===== config.mk =====
export PLATFORM = sky130hd
export DESIGN_NAME = oneshot_pulse_arbiter
export DESIGN_NICKNAME = d
export VERILOG_FILES = /design/src/rtl/oneshot_arb_pkg.sv /design/src/rtl/neg_edge_latch.sv /design/src/rtl/oneshot_pulse_arbiter.sv
export SDC_FILE = /design/constraint.sdc
export NUM_CORES = 1
export LEC_CHECK = 0
export ABC_AREA = 1
export CAP_MARGIN = 20
export CORE_UTILIZATION = 48
export CTS_CLUSTER_SIZE = 14
export DETAILED_ROUTE_END_ITERATION = 16
export PLACE_DENSITY = 0.85
export SLEW_MARGIN = 0
export SYNTH_ARGS = -nofsm -noshare
export SYNTH_HDL_FRONTEND = slang
export SYNTH_HIERARCHICAL = 1
export SYNTH_SLANG_ARGS = --single-unit

===== constraint.sdc =====
create_clock -name clk -period 1.6 [get_ports clk]
set_input_delay 0.32 -clock clk [delete_from_list [all_inputs] [get_ports clk]]
set_output_delay 0.32 -clock clk [all_outputs]
set_load 0.01 [all_outputs]

===== src/rtl/oneshot_arb_pkg.sv =====
// Shared types and helpers for the one-shot pulse arbiter.
// Holds the FSM state encoding and the round-robin first-set search.
package oneshot_arb_pkg;

  localparam int unsigned StateWidth = 2;
  localparam int unsigned MaxReq     = 16;

  typedef enum logic [StateWidth-1:0] {
    StIdle,
    StPulse,
    StGap
  } state_e;

  // First set bit of req[0 +: n], searching upward from (last+1) mod n.
  function automatic logic [3:0] rr_pick(input logic [MaxReq-1:0] req,
                                         input logic [3:0]        last,
                                         input int unsigned       n);
    logic [3:0] pick;
    logic [3:0] idx;
    logic       found;
    pick  = last;
    found = 1'b0;
    for (int unsigned k = 1; k <= MaxReq; k++) begin
      idx = 4'((32'(last) + k) % n);
      if (k <= n && !found && req[idx]) begin
        pick  = idx;
        found = 1'b1;
      end
    end
    return pick;
  endfunction

endpackage


===== src/rtl/neg_edge_latch.sv =====
// One requester channel: falling-edge detector, pending latch and sticky overrun flag.
// A same-cycle edge and grant keep the channel pending as a fresh request.
module neg_edge_latch (
  input  logic clk,
  input  logic rst_n,
  input  logic line,
  input  logic grant_clr,
  output logic pending,
  output logic overrun
);

  logic prev_q;
  logic pending_q;
  logic overrun_q;
  logic fall;

  assign fall = prev_q & ~line;

  always_ff @(posedge clk or negedge rst_n) begin
    if (!rst_n) begin
      // prev resets high so a line held low through reset yields one request
      prev_q    <= 1'b1;
      pending_q <= 1'b0;
      overrun_q <= 1'b0;
    end else begin
      prev_q    <= line;
      pending_q <= fall | (pending_q & ~grant_clr);
      overrun_q <= overrun_q | (fall & pending_q & ~grant_clr);
    end
  end

  assign pending = pending_q;
  assign overrun = overrun_q;

endmodule


===== src/rtl/oneshot_pulse_arbiter.sv =====
// Round-robin arbiter sharing one active-low one-shot strobe among NUM_REQ requesters.
// Each grant drives PULSE_LEN low cycles, then GAP_LEN holdoff cycles, then one IDLE cycle.
module oneshot_pulse_arbiter
  import oneshot_arb_pkg::*;
#(
  parameter int unsigned NUM_REQ   = 4,
  parameter int unsigned PULSE_LEN = 1,
  parameter int unsigned GAP_LEN   = 2
) (
  input  logic                       clk,
  input  logic                       rst_n,
  input  logic [NUM_REQ-1:0]         input_pulse,
  output logic                       one_shot,
  output logic                       grant_valid,
  output logic [$clog2(NUM_REQ)-1:0] grant_id,
  output logic [NUM_REQ-1:0]         pending,
  output logic [NUM_REQ-1:0]         overrun
);

  localparam int unsigned IdW    = $clog2(NUM_REQ);
  localparam int unsigned MaxLen = (PULSE_LEN > GAP_LEN) ? PULSE_LEN : GAP_LEN;
  localparam int unsigned CntW   = $clog2(MaxLen + 1);

  state_e              state_q;
  logic [CntW-1:0]     cnt_q;
  logic [IdW-1:0]      last_q;
  logic [IdW-1:0]      grant_id_q;
  logic [IdW-1:0]      pick;
  logic [NUM_REQ-1:0]  grant_clr;
  logic [MaxReq-1:0]   req_ext;

  always_comb begin
    req_ext                = '0;
    req_ext[NUM_REQ-1:0]   = pending;
    pick                   = IdW'(rr_pick(req_ext, 4'(last_q), NUM_REQ));
    grant_clr              = '0;
    if (state_q == StIdle && |pending) grant_clr[pick] = 1'b1;
  end

  for (genvar i = 0; i < NUM_REQ; i++) begin : g_chan
    neg_edge_latch u_latch (
      .clk       (clk),
      .rst_n     (rst_n),
      .line      (input_pulse[i]),
      .grant_clr (grant_clr[i]),
      .pending   (pending[i]),
      .overrun   (overrun[i])
    );
  end

  always_ff @(posedge clk or negedge rst_n) begin
    if (!rst_n) begin
      state_q    <= StIdle;
      cnt_q      <= '0;
      last_q     <= IdW'(NUM_REQ - 1);
      grant_id_q <= '0;
    end else begin
      unique case (state_q)
        StIdle: begin
          if (|pending) begin
            grant_id_q <= pick;
            last_q     <= pick;
            cnt_q      <= CntW'(PULSE_LEN - 1);
            state_q    <= StPulse;
          end
        end
        StPulse: begin
          if (cnt_q == '0) begin
            if (GAP_LEN == 0) begin
              state_q <= StIdle;
            end else begin
              state_q <= StGap;
              cnt_q   <= CntW'(GAP_LEN - 1);
            end
          end else begin
            cnt_q <= cnt_q - CntW'(1);
          end
        end
        StGap: begin
          if (cnt_q == '0) state_q <= StIdle;
          else             cnt_q   <= cnt_q - CntW'(1);
        end
        default: state_q <= StIdle;
      endcase
    end
  end

  assign one_shot    = (state_q != StPulse);
  assign grant_valid = (state_q == StPulse);
  assign grant_id    = grant_id_q;

endmodule


* After elaboration in Yosys (flattened, before gate mapping)
Cells that the tools add are included.
** Operators by class
- Bitwise gates (word level) :: 32
- Reduce and logical (&&, ||, !) cells :: 15
- Magnitude comparators :: 6
- Div/mod/pow operators :: 0
- Eq/ne operators :: 7
- Mux-type cells :: 26
- Shift operators :: 0
- Add/subtract/negate cells :: 5
- $mul :: 0
** Operator list (count)
- 2-bit by 5-bit < comparator with 1-bit output (second input constant) :: 4
- 2-bit two-way mux :: 10
- 1-bit bitwise AND :: 16
- 2-bit case mux with 3 select lines :: 2
- 1-bit binary-select mux with 2-bit select :: 4
- 1-bit two-way mux :: 8
- 1-bit inverter :: 8
- 1-bit bitwise OR :: 8
- 2-bit by 1-bit != test with 1-bit output (second input constant) :: 3
- 3-bit AND reduction :: 2
- 1-bit logical AND :: 5
- 2-bit by 1-bit adder with 2-bit output (second input constant) :: 2
- 2-bit adder (second input constant) :: 2
- 2-bit zero test :: 2
- 4-bit two-way mux :: 1
- 2-bit != test (second input constant) :: 2
- 4-bit OR reduction :: 1
- 1-bit zero test :: 3
- 2-bit by 3-bit < comparator with 1-bit output (second input constant) :: 1
- 3-bit nonzero test :: 1
- 1-bit demux with 2-bit select :: 1
- 2-bit by 1-bit == test with 1-bit output (second input constant) :: 1
- 2-bit == test (second input constant) :: 1
- 2-bit by 1-bit >= comparator with 1-bit output (second input constant) :: 1
- 2 further kinds :: 2
** Storage, ports and cells
- Latch bits :: 0
- Memory bits (writable) :: 0
- Flip-flop bits (word level) :: 20
- Memories :: 0
- Logic and storage cells :: 107
- Input port bits :: 6
- Bits in read-only memories :: 0
- Output and inout port bits :: 12

* Logic depth before layout (Yosys ltp)
- Word-level depth :: 21
- Mapped depth :: 15
- Mapped depth without buffers :: 14

* Modules after synthesis
The synthesis kept the hierarchy.
** Modules (own cells, without submodules)
- oneshot_pulse_arbiter :: times used 1, area each 740.7 µm², cells an instance 108, sequential area each 202.7 µm²
- neg_edge_latch :: times used 4, area each 117.6 µm², cells an instance 13, sequential area each 76.3 µm²

* Least setup slack after synthesis
OpenSTA, ideal clock, no wires.
- Path kind :: register to register
- Start point :: register last_q[0]
- End point :: register g_chan[0].u_latch.overrun_q
- Path buffers :: 1
- Arrival time :: 1.528 ns
- Period minus slack after synthesis :: 1.644 ns
- Cell stages (with the launch flop) :: 15
- Setup time :: 0.116 ns
- Data required time :: 1.484 ns
- Path slack :: -0.044 ns
- Cell sequence :: dfstp_2 > buf_6 > inv_6 > nand2_1 > nand2_2 > nand2_4 > nand2_4 > nor2_4 > nand3_2 > nand2_1 > nand2_1 > nor2_1 > nor2_1 > nand2_1 > nand2_1
** On the way
- Word-level cells in the longest chain between the ends :: 21
- Elaborated cells between the ends (all ways) :: 34
- Those cells by class :: add/sub: 4; order compare: 2; mux: 18; bitwise: 3; reduce/logical: 7
** Ends and longest elaborated chain
- start: declaration :: RTL line oneshot_pulse_arbiter.sv:26 : logic [IdW-1:0] last_q;
- start signal: assignment :: RTL line oneshot_pulse_arbiter.sv:55 : last_q <= IdW'(NUM_REQ - 1);
- start signal: assignment :: RTL line oneshot_pulse_arbiter.sv:62 : last_q <= pick;
- 2-bit by 1-bit adder with 2-bit output :: RTL line oneshot_arb_pkg.sv:24 : idx = 4'((32'(last) + k) % n);
- 1-bit binary-select mux with 2-bit select :: RTL line oneshot_arb_pkg.sv:25 : if (k <= n && !found && req[idx]) begin
- 1-bit two-way mux (implied by the code) :: RTL line oneshot_arb_pkg.sv:25
- 1-bit two-way mux :: RTL line oneshot_arb_pkg.sv:25
- 1-bit zero test :: RTL line oneshot_arb_pkg.sv:25
- 1-bit logical AND :: RTL line oneshot_arb_pkg.sv:25
- 1-bit two-way mux :: RTL line oneshot_arb_pkg.sv:25
- 1-bit zero test :: RTL line oneshot_arb_pkg.sv:25
- [... 6 more ...]
- 1-bit logical AND (implied by the code) :: RTL line oneshot_pulse_arbiter.sv:37 : if (state_q == StIdle && |pending) grant_clr[pick] = 1'b1;
- 1-bit two-way mux (implied by the code) :: RTL line oneshot_pulse_arbiter.sv:37
- 1-bit demux with 2-bit select * :: RTL line oneshot_pulse_arbiter.sv:37
- 4-bit two-way mux * :: RTL line oneshot_pulse_arbiter.sv:37
- net grant_clr[0] :: RTL line oneshot_pulse_arbiter.sv:29 : logic [NUM_REQ-1:0] grant_clr;
- 1-bit inverter * :: RTL line neg_edge_latch.sv:28 : overrun_q <= overrun_q | (fall & pending_q & ~grant_clr);
- 1-bit bitwise AND * :: RTL line neg_edge_latch.sv:28
- 1-bit bitwise OR * :: RTL line neg_edge_latch.sv:28
- end signal: assignment :: RTL line neg_edge_latch.sv:28
- end: declaration :: RTL line neg_edge_latch.sv:14 : logic overrun_q;
Mark *: on every way through the listed nets, which the timed path passes. The rest lies on a longest branch. The select of a mux whose other input is x is not followed.
A chain may end at the register's enable or synchronous reset.

* Final worst setup path
- Start point :: register last_q[0]
- End point :: register g_chan[3].u_latch.overrun_q
** On the way
- Word-level cells in the longest chain between the ends :: 21
- Elaborated cells between the ends (all ways) :: 34
- Those cells by class :: add/sub: 4; order compare: 2; mux: 18; bitwise: 3; reduce/logical: 7
** Ends and longest elaborated chain (RTL line)
- 2-bit by 1-bit adder with 2-bit output :: oneshot_arb_pkg.sv:24
- 1-bit binary-select mux with 2-bit select :: oneshot_arb_pkg.sv:25
- 1-bit two-way mux (implied by the code) :: oneshot_arb_pkg.sv:25
- 1-bit two-way mux :: oneshot_arb_pkg.sv:25
- 1-bit zero test :: oneshot_arb_pkg.sv:25
- 1-bit logical AND :: oneshot_arb_pkg.sv:25
- 1-bit two-way mux :: oneshot_arb_pkg.sv:25
- 1-bit zero test :: oneshot_arb_pkg.sv:25
- [... 6 more ...]
- 1-bit logical AND (implied by the code) :: oneshot_pulse_arbiter.sv:37
- 1-bit two-way mux (implied by the code) :: oneshot_pulse_arbiter.sv:37
- 1-bit demux with 2-bit select * :: oneshot_pulse_arbiter.sv:37
- 4-bit two-way mux * :: oneshot_pulse_arbiter.sv:37
- net grant_clr[3] :: oneshot_pulse_arbiter.sv:29
- 1-bit inverter * :: neg_edge_latch.sv:28
- 1-bit bitwise AND * :: neg_edge_latch.sv:28
- 1-bit bitwise OR * :: neg_edge_latch.sv:28
- end signal: assignment :: neg_edge_latch.sv:28
- end: declaration :: neg_edge_latch.sv:14
Marks and branches as above.

==> metrics.md <==
| Metric | Value |
|---|---|
| CP Launch Type | flop |
| Largest family of logic cells by synthesized area | simple AND/OR/NAND/NOR gates |
| FMAX | 525 MHz |
| Register area share after synthesis | 41.9% |
| First-pass GRT wire length | 4710 um |
| Synth top area share | 28.9% |
| Post-synthesis simple-gate area fraction | 34.6% |
| Fill count | 150 |
| Footprint of the multi-input gates | 766 sq um |
| CTS HTree Levels | 1 |
| Routed wire per std cell | 14.6 um |
| Worst vdd ir | 0.00152 V |
| Syn Area/Cell | 7.57 sq um |
| Cell row count | 17 |
| Final instance area | 0.00181 sq mm |
| Root buffer cell | clkbuf_4 |
| Status | finished, violations left |
| Pwr dens | 2430 mW/mm^2 |
| Via density | 5.15 |
| CTS Buf Count | 3 |
| R2r endpoint | g_chan[3].u_latch/overrun$_DFF_PN0_ |
| Most common library cell in the layout ignoring fill and taps | nand2_1 |
| Via count | 1,204 |
| Ranking of synthesized cells by area | dfrtp_1 29%, nand2_1 16%, dfstp_2 13% |
| Hpwl dp | 1930 um |
| Worst skew pair latency | 300 ps |
| Post-synth top area cell | dfrtp_1 |
| Reg2Reg Setup Slack | -300 ps |
| Post-Synth Adder-Cell Area | 7.23% |
| Final WL | 3410 um |
| DP Area | 0.00149 sq mm |
| Crit path kind | reg -> reg |
| Setup crit end kind | flop |
| CTS tree | yes |
| Worst hold path type | in -> async |
| Pin count of the biggest net entering global routing | 21 |
| Critical Path AT | 2150 ps |
| Routed Antenna Nets | 0 |
| Antenna violations before repair | 0 |
| Number of global-route vias before repair | 1,172 |
| Drt drc | 0 |
| # nets final | 220 |
| Sequential cell area | 509 sq um |
| Minimum clock period | 1900 ps |
| Die Ht | 52.2 um |
| Area grow syn2layout | 49.8% |
| Total global routing overflow | 0 |
| Net Count, Synth | 173 |
| Place WS | -210 ps |
| GP Congestion | 0.805 |
| Setup_tns | -2900 ps |
| Hold Fails Final Rpt | 0 |
| Clk pin slew, worst setup/hold paths | 110 ps |
| FF+latch count, synth | 20 |
| Ant diodes | 0 |
| Slew margin rel. | 69.4% |
| Post-route worst setup slack | -304 ps |
| Synth Area in XOR/XNOR | 0% |
| Compound-Gate Fraction of Synth Area | 6.20% |
| Failing checks | setup timing |
| Initial Util | 52.7% |
| CTS Buffer Depth | 2 |
| Area of the mapped netlist | 0.00121 sq mm |
| Unrepaired setup endpoints after global routing | true |
| GRT Total Usage | 24.0% |
| Final Slew Violations | 0 |
| Pre-antenna DRT Iters | 4 |
| Post-synthesis cell count | 160 |
| Synth warn | 6 |
| Pwr Total | 0.00441 W |
| WP data required | 1850 ps |
| Period utilisation layout | 119% |
| Number of port buffers | 17 |
| Critical path peak fanout | 8 |
| Commonest non-fill, non-tap cells in the layout | 40 x nand2_1, 24 x buf_4, 23 x inv_1 |
| DIE AREA | 0.00273 sq mm |
| Final setup violation count | 14 |
| Yosys cell types | 20 |
| Drt initial violations | 25 |
| Post-Route Skew | 1.48 ps |
| Crit Reg-Reg Startpoint | last_q[0]$_DFFE_PN1P_ |
| LEAKAGE | 0.919 nW |
| I/O Pins | 18 |
| Final hold slack | 359 ps |
| Mux contribution to synthesized area | 0% |
| CTS Sinks | 20 |
| Core area | 0.00230 sq mm |
| Max Cap Viol | 0 |
| Share of cells above drive strength 1 | 41.7% |
| Die W | 52.2 um |
| Worst Tran Pin Value | 455 ps |
| Worst reg2reg path depth | 12 |
## kinds of logic (layout without fill, tap and decap cells)
kind of cell             count (synthesis)  count (layout)
flip-flops                              20              20
buffers and inverters                   29              75
adder cells (fa/ha/maj)                  7               7
AND/OR/NAND/NOR                         89              89
AO/OA/AOI/OAI                           15              15
## routing by layer
| metal | global-route usage, % | wire length [um] |
|---|---|---|
| met5 | 0 | 0 |
| met4 | 13.6 | 142 |
| met3 | 3.48 | 86 |
| met2 | 46.2 | 1810 |
| met1 | 24.3 | 1370 |
## repair_timing
action	in CTS	in global routing
buffers inserted	8	7
pin swaps	14	13
endpoints found under the setup margin	16	15
resized for setup	22	38
hold buffers	0	0
## state kept, by name, summed over array words and instances, names as in the netlist
register                cells
cnt_q                       2
g_chan.u_latch/overrun      4
g_chan.u_latch/pending      4
g_chan.u_latch/prev_q       4
grant_id                    2
last_q                      2
state_q                     2
## stage by stage
step	std cells	util, %
floorplan	160	-
global placement	215	64.9
detailed placement	215	64.9
CTS	227	71.0
global route	234	79.0
finish	234	79.0
## critical path: stages (launching register included)
cell and delay (ps):
dfstp_2 620, clkinv_4 140, nand2_4 110, nand3_4 80, nand2_4 100, inv_2 50
nor2_4 140, nand3_1 150, nand2_2 160, nor2_4 60, nor2_1 110, nand2_1 70
nand2_1 60
## how the worst max path moves through the flow
| stage | slack, ps | startpoint | cells past startpoint | to |
|---|---|---|---|---|
| global route | -400 | last_q[0]$_DFFE_PN1P_ | 13 | g_chan[0].u_latch/overrun$_DFF_PN0_ |
| CTS | -200 | last_q[0]$_DFFE_PN1P_ | 13 | g_chan[2].u_latch/overrun$_DFF_PN0_ |
| detailed placement | -210 | last_q[0]$_DFFE_PN1P_ | 13 | g_chan[1].u_latch/overrun$_DFF_PN0_ |
| global placement | -150 | last_q[0]$_DFFE_PN1P_ | 11 | g_chan[1].u_latch/overrun$_DFF_PN0_ |
| floorplan | -20 | last_q[0]$_DFFE_PN1P_ | 14 | g_chan[0].u_latch/overrun$_DFF_PN0_ |
| finish | -300 | last_q[0]$_DFFE_PN1P_ | 12 | g_chan[3].u_latch/overrun$_DFF_PN0_ |
## Yosys cell counts
library cell and n:
dfstp_2 6, nor4_1 1, nand3_1 7, ha_1 7
a21oi_1 2, nand2_2 5, inv_2 1, dfrtp_1 14
o21ai_0 12, inv_1 26, nand2_4 3, inv_6 1
nand3_2 3, nor2_4 1, nor2_2 4, buf_6 1
nand4_1 1, nor2_1 11, nand2_1 53, o21ai_1 1
## cell type report
| type | count | share of cell area, % |
|---|---|---|
| multi-input cells | 111 | 42.2 |
| flip-flops and latches | 20 | 28.1 |
| repair buffers | 43 | 19.7 |
| inverters | 28 | 6.07 |
| clock buffers | 4 | 2.00 |
| well taps | 28 | 1.93 |
## where the power goes
part           switching [W]  internal [W]
clock network       0.000154      0.000139
registers           0.000174      0.000681
logic                0.00190       0.00135
No activity file was read; power rests on OpenSTA's default activity.
